==> src/rtl/gemm_result_writeback.sv <==
// ============================================================================
// Module      : gemm_result_writeback
// Description : Buffers GeMM result elements in a small first-word-fall-through
//               FIFO and writes them row-major to memory at
//               base + row*stride + col.
//               Optional macro: GEMM_WB_OVERFLOW_DETECT_EN (sticky overflow flag).
// Revision    : 1.0 - initial release
// ============================================================================
`default_nettype none

module gemm_result_writeback #(
    parameter int DataWidth = 32,
    parameter int AddrWidth = 16,
    parameter int FifoDepth = 4
) (
    input  logic                 clk_i,
    input  logic                 rst_ni,
    input  logic                 start_i,
    input  logic [AddrWidth-1:0] M_size_i,
    input  logic [AddrWidth-1:0] N_size_i,
    input  logic [AddrWidth-1:0] base_addr_i,
    input  logic [AddrWidth-1:0] row_stride_i,
    input  logic                 result_valid_i,
    input  logic [DataWidth-1:0] result_data_i,
    output logic                 mem_valid_o,
    input  logic                 mem_ready_i,
    output logic [AddrWidth-1:0] mem_addr_o,
    output logic [DataWidth-1:0] mem_wdata_o,
    output logic                 busy_o,
    output logic                 done_o,
    output logic                 overflow_o
);

    localparam int PtrW = (FifoDepth > 1) ? $clog2(FifoDepth) : 1;
    localparam int CntW = PtrW + 1;

    typedef enum logic [1:0] {
        IDLE   = 2'd0,
        ACTIVE = 2'd1,
        FINISH = 2'd2
    } state_t;

    state_t               state;
    logic [AddrWidth-1:0] m_size;
    logic [AddrWidth-1:0] n_size;
    logic [AddrWidth-1:0] row_stride;
    logic [AddrWidth-1:0] row_ptr;
    logic [AddrWidth-1:0] col_cnt;
    logic [AddrWidth-1:0] row_cnt;
    logic                 busy_r;
    logic                 done_r;

    logic [DataWidth-1:0] fifo_mem [FifoDepth];
    logic [PtrW-1:0]      wr_ptr;
    logic [PtrW-1:0]      rd_ptr;
    logic [CntW-1:0]      count;

    logic job_empty;
    logic fifo_full;
    logic push_req;
    logic push_ok;
    logic pop;
    logic last_col;
    logic last_row;

    assign job_empty   = (m_size == '0) || (n_size == '0);
    assign fifo_full   = (count == CntW'(FifoDepth));
    assign mem_valid_o = (count != '0);
    assign mem_wdata_o = fifo_mem[rd_ptr];
    assign mem_addr_o  = row_ptr + col_cnt;
    assign busy_o      = busy_r;
    assign done_o      = done_r;

    assign pop      = (state == ACTIVE) && mem_valid_o && mem_ready_i;
    // A zero-sized job never buffers anything, so no request can ever appear.
    assign push_req = (state == ACTIVE) && !job_empty && result_valid_i;
    assign push_ok  = push_req && (!fifo_full || pop);
    assign last_col = (col_cnt == n_size - AddrWidth'(1));
    assign last_row = (row_cnt == m_size - AddrWidth'(1));

    always_ff @(posedge clk_i or negedge rst_ni) begin
        if (!rst_ni) begin
            wr_ptr <= '0;
            rd_ptr <= '0;
            count  <= '0;
            for (int i = 0; i < FifoDepth; i++) begin
                fifo_mem[i] <= '0;
            end
        end else if (state == FINISH) begin
            wr_ptr <= '0;
            rd_ptr <= '0;
            count  <= '0;
        end else begin
            if (push_ok) begin
                fifo_mem[wr_ptr] <= result_data_i;
                wr_ptr           <= wr_ptr + PtrW'(1);
            end
            if (pop) begin
                rd_ptr <= rd_ptr + PtrW'(1);
            end
            if (push_ok && !pop) begin
                count <= count + CntW'(1);
            end else if (!push_ok && pop) begin
                count <= count - CntW'(1);
            end
        end
    end

    always_ff @(posedge clk_i or negedge rst_ni) begin
        if (!rst_ni) begin
            state      <= IDLE;
            m_size     <= '0;
            n_size     <= '0;
            row_stride <= '0;
            row_ptr    <= '0;
            col_cnt    <= '0;
            row_cnt    <= '0;
            busy_r     <= 1'b0;
            done_r     <= 1'b0;
        end else begin
            case (state)
                IDLE: begin
                    done_r <= 1'b0;
                    if (start_i) begin
                        m_size     <= M_size_i;
                        n_size     <= N_size_i;
                        row_stride <= row_stride_i;
                        row_ptr    <= base_addr_i;
                        col_cnt    <= '0;
                        row_cnt    <= '0;
                        busy_r     <= 1'b1;
                        state      <= ACTIVE;
                    end
                end
                ACTIVE: begin
                    if (job_empty) begin
                        done_r <= 1'b1;
                        state  <= FINISH;
                    end else if (pop) begin
                        if (last_col) begin
                            col_cnt <= '0;
                            row_cnt <= row_cnt + AddrWidth'(1);
                            row_ptr <= row_ptr + row_stride;
                            if (last_row) begin
                                done_r <= 1'b1;
                                state  <= FINISH;
                            end
                        end else begin
                            col_cnt <= col_cnt + AddrWidth'(1);
                        end
                    end
                end
                FINISH: begin
                    done_r  <= 1'b0;
                    busy_r  <= 1'b0;
                    col_cnt <= '0;
                    row_cnt <= '0;
                    row_ptr <= '0;
                    state   <= IDLE;
                end
                default: begin
                    state <= IDLE;
                end
            endcase
        end
    end

`ifdef GEMM_WB_OVERFLOW_DETECT_EN
    logic overflow_r;

    always_ff @(posedge clk_i or negedge rst_ni) begin
        if (!rst_ni) begin
            overflow_r <= 1'b0;
        end else if ((state == IDLE) && start_i) begin
            overflow_r <= 1'b0;
        end else if (push_req && fifo_full && !pop) begin
            overflow_r <= 1'b1;
        end
    end

    assign overflow_o = overflow_r;
`else
    assign overflow_o = 1'b0;
`endif

endmodule

`default_nettype wire

==> config.mk <==
export PLATFORM = sky130hd
export DESIGN_NAME = gemm_result_writeback
export DESIGN_NICKNAME = d
export VERILOG_FILES = /design/src/rtl/gemm_result_writeback.sv
export SDC_FILE = /design/constraint.sdc
export NUM_CORES = 1
export LEC_CHECK = 0
export CORE_MARGIN = 3
export CORE_UTILIZATION = 40
export CTS_CLUSTER_SIZE = 24
export DETAILED_ROUTE_END_ITERATION = 7
export HOLD_SLACK_MARGIN = 0.03
export PLACE_DENSITY = 0.7
export SYNTH_ARGS = -nofsm -noshare
export SYNTH_HDL_FRONTEND = slang
export SYNTH_SLANG_ARGS = --single-unit
==> constraint.sdc <==
create_clock -name clk_i -period 3.06 [get_ports clk_i]
set_input_delay 0.612 -clock clk_i [delete_from_list [all_inputs] [get_ports clk_i]]
set_output_delay 0.612 -clock clk_i [all_outputs]
set_load 0.005 [all_outputs]
Word-level counts from Yosys, hierarchy flattened
Index checks and enable logic that the tools add are counted.
{"block": "op_classes", "n_addsub": 10, "magnitude_cmp": 3, "eq_ne": 12, "n_mux": 40, "n_bitwise": 3, "n_reduce_logical": 32}
{"operator": "$mux W16", "n": 11}
{"operator": "$pmux W16 S3", "n": 3}
{"operator": "$bwmux W128", "n": 1}
{"operator": "$mux W32", "n": 3}
{"operator": "$bmux W32 S2", "n": 1}
{"operator": "$demux W32 S2", "n": 1}
{"operator": "$add A16 B1 Y16 const B", "n": 2}
{"operator": "$add A16 B16 Y16", "n": 2}
{"operator": "$eq A16 B16 Y1", "n": 2}
{"operator": "$logic_not A16 Y1", "n": 2}
{"operator": "$sub A16 B1 Y16 const B", "n": 2}
{"operator": "$mux W2", "n": 9}
{"operator": "$reduce_and A4 Y1", "n": 3}
{"operator": "$mux W3", "n": 3}
{"operator": "$ne A3 B3 Y1 const B", "n": 3}
{"operator": "$reduce_bool A3 Y1", "n": 3}
{"operator": "$logic_and A1 B1 Y1", "n": 8}
{"operator": "$ne A2 B2 Y1 const B", "n": 4}
{"operator": "$reduce_bool A2 Y1", "n": 4}
{"operator": "$ge A3 B3 Y1 const B", "n": 2}
{"operator": "$not A2 Y3", "n": 2}
{"operator": "$reduce_and A2 Y1", "n": 3}
{"operator": "$mux W1", "n": 5}
{"operator": "$reduce_and A5 Y1", "n": 1}
{"operator": "other kinds (14)", "n": 20}
{"block": "word_totals", "regBits": 235, "input_bits": 101, "wordCells": 116}

Logic depth before layout (Yosys ltp)
{"block": "depth", "word_depth": 11, "ltp_mapped": 11, "mapped_depth_nobuf": 11}

Worst setup path before layout
No wires, ideal clock.
{"block": "synth_timing", "path_type": "register -> register", "from": "register n_size[2]", "to": "register row_ptr[15]", "setup_time_ps": 133, "arrival_ps": 3084, "setup_slack_ps": -156, "stages_incl_launch_ff": 11, "path_buffers": 2, "period_less_slack_ps": 3216, "cell_sequence": "dfrtp_1 > buf_2 > or4_4 > or4_1 > xnor2_1 > a2111oi_2 > nand4_4 > a21oi_4 > buf_4 > mux2i_1 > o211ai_1"}
{"block": "synth_via", "elab_chain_len": 4}
{"item": "from (decl)", "line_no": "45", "text": "logic [AddrWidth-1:0] n_size;"}
{"item": "from (signal assigned)", "line_no": "126", "text": "n_size <= N_size_i;"}
{"item": "$sub A16 B1 Y16 or $logic_not A16 Y1 (tied branches)", "line_no": "78, 66"}
{"item": "$eq A16 B16 Y1 or $logic_or A1 B1 Y1 (tied branches)", "line_no": "78, 66"}
{"item": "$ne A2 B2 Y1 (no line)"}
{"item": "$reduce_and A5 Y1 (no line) *"}
{"item": "to (signal assigned)", "line_no": "128", "text": "row_ptr <= base_addr_i;"}
{"item": "to (signal assigned)", "line_no": "143", "text": "row_ptr <= row_ptr + row_stride;"}
{"item": "to (decl)", "line_no": "47", "text": "logic [AddrWidth-1:0] row_ptr;"}
Mark *: on every way between the ends. The rest lies on a longest branch, timed or not.
A chain may end at the register's enable or synchronous reset.

Final worst setup path
{"block": "layout_timing", "from": "register row_ptr[0]", "to": "output mem_addr_o[15]"}
{"block": "layout_via", "elab_chain_len": 1}
{"item": "$add A16 B16 Y16", "line_no": "70", "text": "assign mem_addr_o = row_ptr + col_cnt;"}
{"item": "to (decl)", "line_no": "27", "text": "output logic [AddrWidth-1:0] mem_addr_o,"}
Every way passes these cells.

==> run metrics <==
dpl cell area 0.01542 mm^2; worst path required time 2.45 ns; Clk pin slew, worst setup/hold paths 0.06 ns; WL/cell 18.45 um; reg-to-reg slack, setup -0.20 ns; first-pass GRT wire length 50.65 mm; total CTS buffers 29; IO Pins 153; Worst R2R End row_cnt[13]; status finished with violations; Die X 186.0 um; dpl hpwl 22.45 mm; dominant synthesized flop cell dfrtp_1; number of nets with antenna violations after routing 0; fraction of final layout cells sized beyond drive strength 1 34.02%; YS warnings 0; clk_lat worst skew 0.55 ns; RePlAce Congestion 0.8630; Chip Height 186.0 um; synthesis-stage register bit count 235; Hold WC Path Type primary input to async pin; Port Buffers 151; Total Routing Usage GR 18.04%; final wirelength 32.44 mm; final setup vio count 50; Initial Util 40.84%; final setup TNS -7.282 ns; Slew headroom 53.48%; DRC errors left 0; peak supply drop 0.5740 mV; Post-Syn Area 0.01295 mm^2; Final Hold Vio Count 0; Reg-to-Reg Start n_size[5]; Max Fclk 0.2868 GHz; Synth area leader dfrtp_1; Final Instance Area 0.01717 mm^2; DR vias 9592; initial antenna violation count 2; slew of the pin with the lowest slew margin 0.6936 ns; vias in the first global route 9809; RSZ-0062 raised after global routing yes; sequential-to-total area share from yosys stat 45.40%; Power, Total 0.01835 W; crit start category register; max_cap viols 0; violated checks negative setup slack; largest net degree at the start of global routing 77; via/cell ratio 5.456; post-synth top area share 45.40%; critical-path maximum fanout 2; Post-synth EDFFs 0; Die Area 0.03458 mm^2; CTS Sinks 235; FF-to-FF path depth 9; CP Capture Type output port; Initial DRT Pass Iterations 6; CTS Buffer Depth 3; CTS root buf clkbuf_16; crit share post-route 114.0%; Post-Syn Nets 1246; Power Density 1069 mW/mm^2; Synth area leaders dfrtp_1 (45%), mux2_2 (15%), mux4_2 (5.6%), ha_1 (4.2%), xnor2_1 (3.1%); Cell variety after synth 80; core area 0.03172 mm^2; CTS tree yes; Final min period 3.487 ns; Post-Synthesis Cells 1098; WP data arrival 2.88 ns; synthesized area per cell 11.80 um^2; clk_skew 0.01018 ns; Placement Rows 65; Leak Pwr 7.177 nW; worst slack, placed -0.5165 ns; Detailed Route Iter0 Violations 366; global route total overflow 0; H-tree depth 1; post-layout util 54.12%; Async SR Flop Fraction 100.0%; Final Net Count 1482; max-slew violation count 0; Area Growth Syn to Fin 32.51%; WS Path Type register to output port; number of hold buffers added after CTS 0; setup ws final -0.4270 ns
layer usage:
metal / GRT usage, % / share of wire, % / vias up / wire length, um
li1: - / - / 4513 / -
met1: 23.58 / 43 / 4784 / 13910
met2: 31.48 / 50 / 244 / 16090
met3: 3.068 / 5.1 / 49 / 1641
met4: 4.200 / 2.4 / 2 / 781
met5: 0 / 0.034 / - / 11
worst max-delay path, cell delays in order, from the launching register on:
cell	delay [ns]
dfrtp_1	0.38
ha_2	0.20
buf_4	0.13
a21o_1	0.19
a311oi_4	0.26
a21oi_2	0.11
a41oi_2	0.22
a21oi_2	0.10
a211o_1	0.32
a21oi_2	0.14
xnor2_1	0.13
buf_2	0.14
per-stage QoR:
stage,cells,hold WS [ns]
finish,1758,0.01146
global route,1757,0.05399
CTS,1738,0.04765
detailed placement,1677,0.4745
global placement,1677,0.4663
floorplan,1098,0.3164
state kept, by name, indices dropped and copies added (netlist names), 2 cells and up:
| register | cells |
|---|---|
| rd_ptr | 2 |
| row_cnt | 16 |
| fifo_mem | 128 |
| n_size | 16 |
| m_size | 16 |
| col_cnt | 16 |
| row_ptr | 16 |
| state | 2 |
| row_stride | 16 |
| wr_ptr | 2 |
| count | 3 |
power by group:
part	total, W	internal (W)	switching [W]
sequential	0.00549	0.00449	0.00100
combinational	0.00940	0.00526	0.00414
clock	0.00346	0.00211	0.00134
synth_stat cells (19+ instances only):
| cell type | count |
|---|---|
| dfrtp_1 | 235 |
| mux2_2 | 168 |
| nor2_1 | 69 |
| xnor2_1 | 46 |
| a21oi_1 | 45 |
| ha_1 | 44 |
| nand2_1 | 42 |
| inv_1 | 35 |
| xor2_1 | 33 |
| mux4_2 | 32 |
| clkbuf_1 | 26 |
| o21ai_0 | 23 |
| nand3_1 | 22 |
| nor3_1 | 19 |
worst max-delay path by stage:
stage,slack [ns],start,cells after the start,endpoint
5_1_grt,-0.55,col_cnt[0],13,mem_addr_o[14]
3_3_place_gp,-0.48,row_ptr[1],10,mem_addr_o[15]
6_report,-0.43,row_ptr[0],11,mem_addr_o[15]
3_5_place_dp,-0.52,row_ptr[1],10,mem_addr_o[15]
4_1_cts,-0.41,row_ptr[1],10,mem_addr_o[15]
2_1_floorplan,0.01,n_size[2],10,row_ptr[15]
kinds of logic after synthesis:
logic type | count (synthesis) | share of synthesized area [%]
AND/OR/NAND/NOR | 266 | 11.15
flip-flops | 235 | 45.40
multiplexers | 215 | 21.41
AO/OA/AOI/OAI | 170 | 9.234
buffers and inverters | 84 | 2.550
XOR/XNOR | 80 | 5.515
adder cells (fa/ha/maj) | 47 | 4.714
other | 1 | 0.02895
placed cells by master, fill, tap and decap left out, drive strengths merged, types with 17 or more instances in the layout:
cell	netlist	routed
a21oi	46	46
buf	23	111
clkbuf	26	39
clkdlybuf4s50	0	137
dfrtp	235	235
ha	44	44
inv	35	36
mux2	177	177
mux4	32	32
nand2	42	42
nand3	22	22
nor2	69	69
nor3	21	21
o21ai	29	29
or3	17	17
xnor2	46	46
xor2	33	33
what timing repair did:
item | CTS | global route
setup buffers | 10 | 20
setup endpoints to repair | 39 | 51
cloned | 0 | 2
gates resized for setup | 68 | 102
pin swaps | 21 | 44
cell type report:
cell class,count,area [um^2]
flip-flops and latches,235,5886
clock inverters,15,175.2
diodes,1,2.502
multi-input cells,779,7201
well taps,402,503.0
repair buffers,254,2461
clock buffers,37,805.8
fillers,2682,14550
inverters,35,131.4
(Power assumes the default switching activity.)
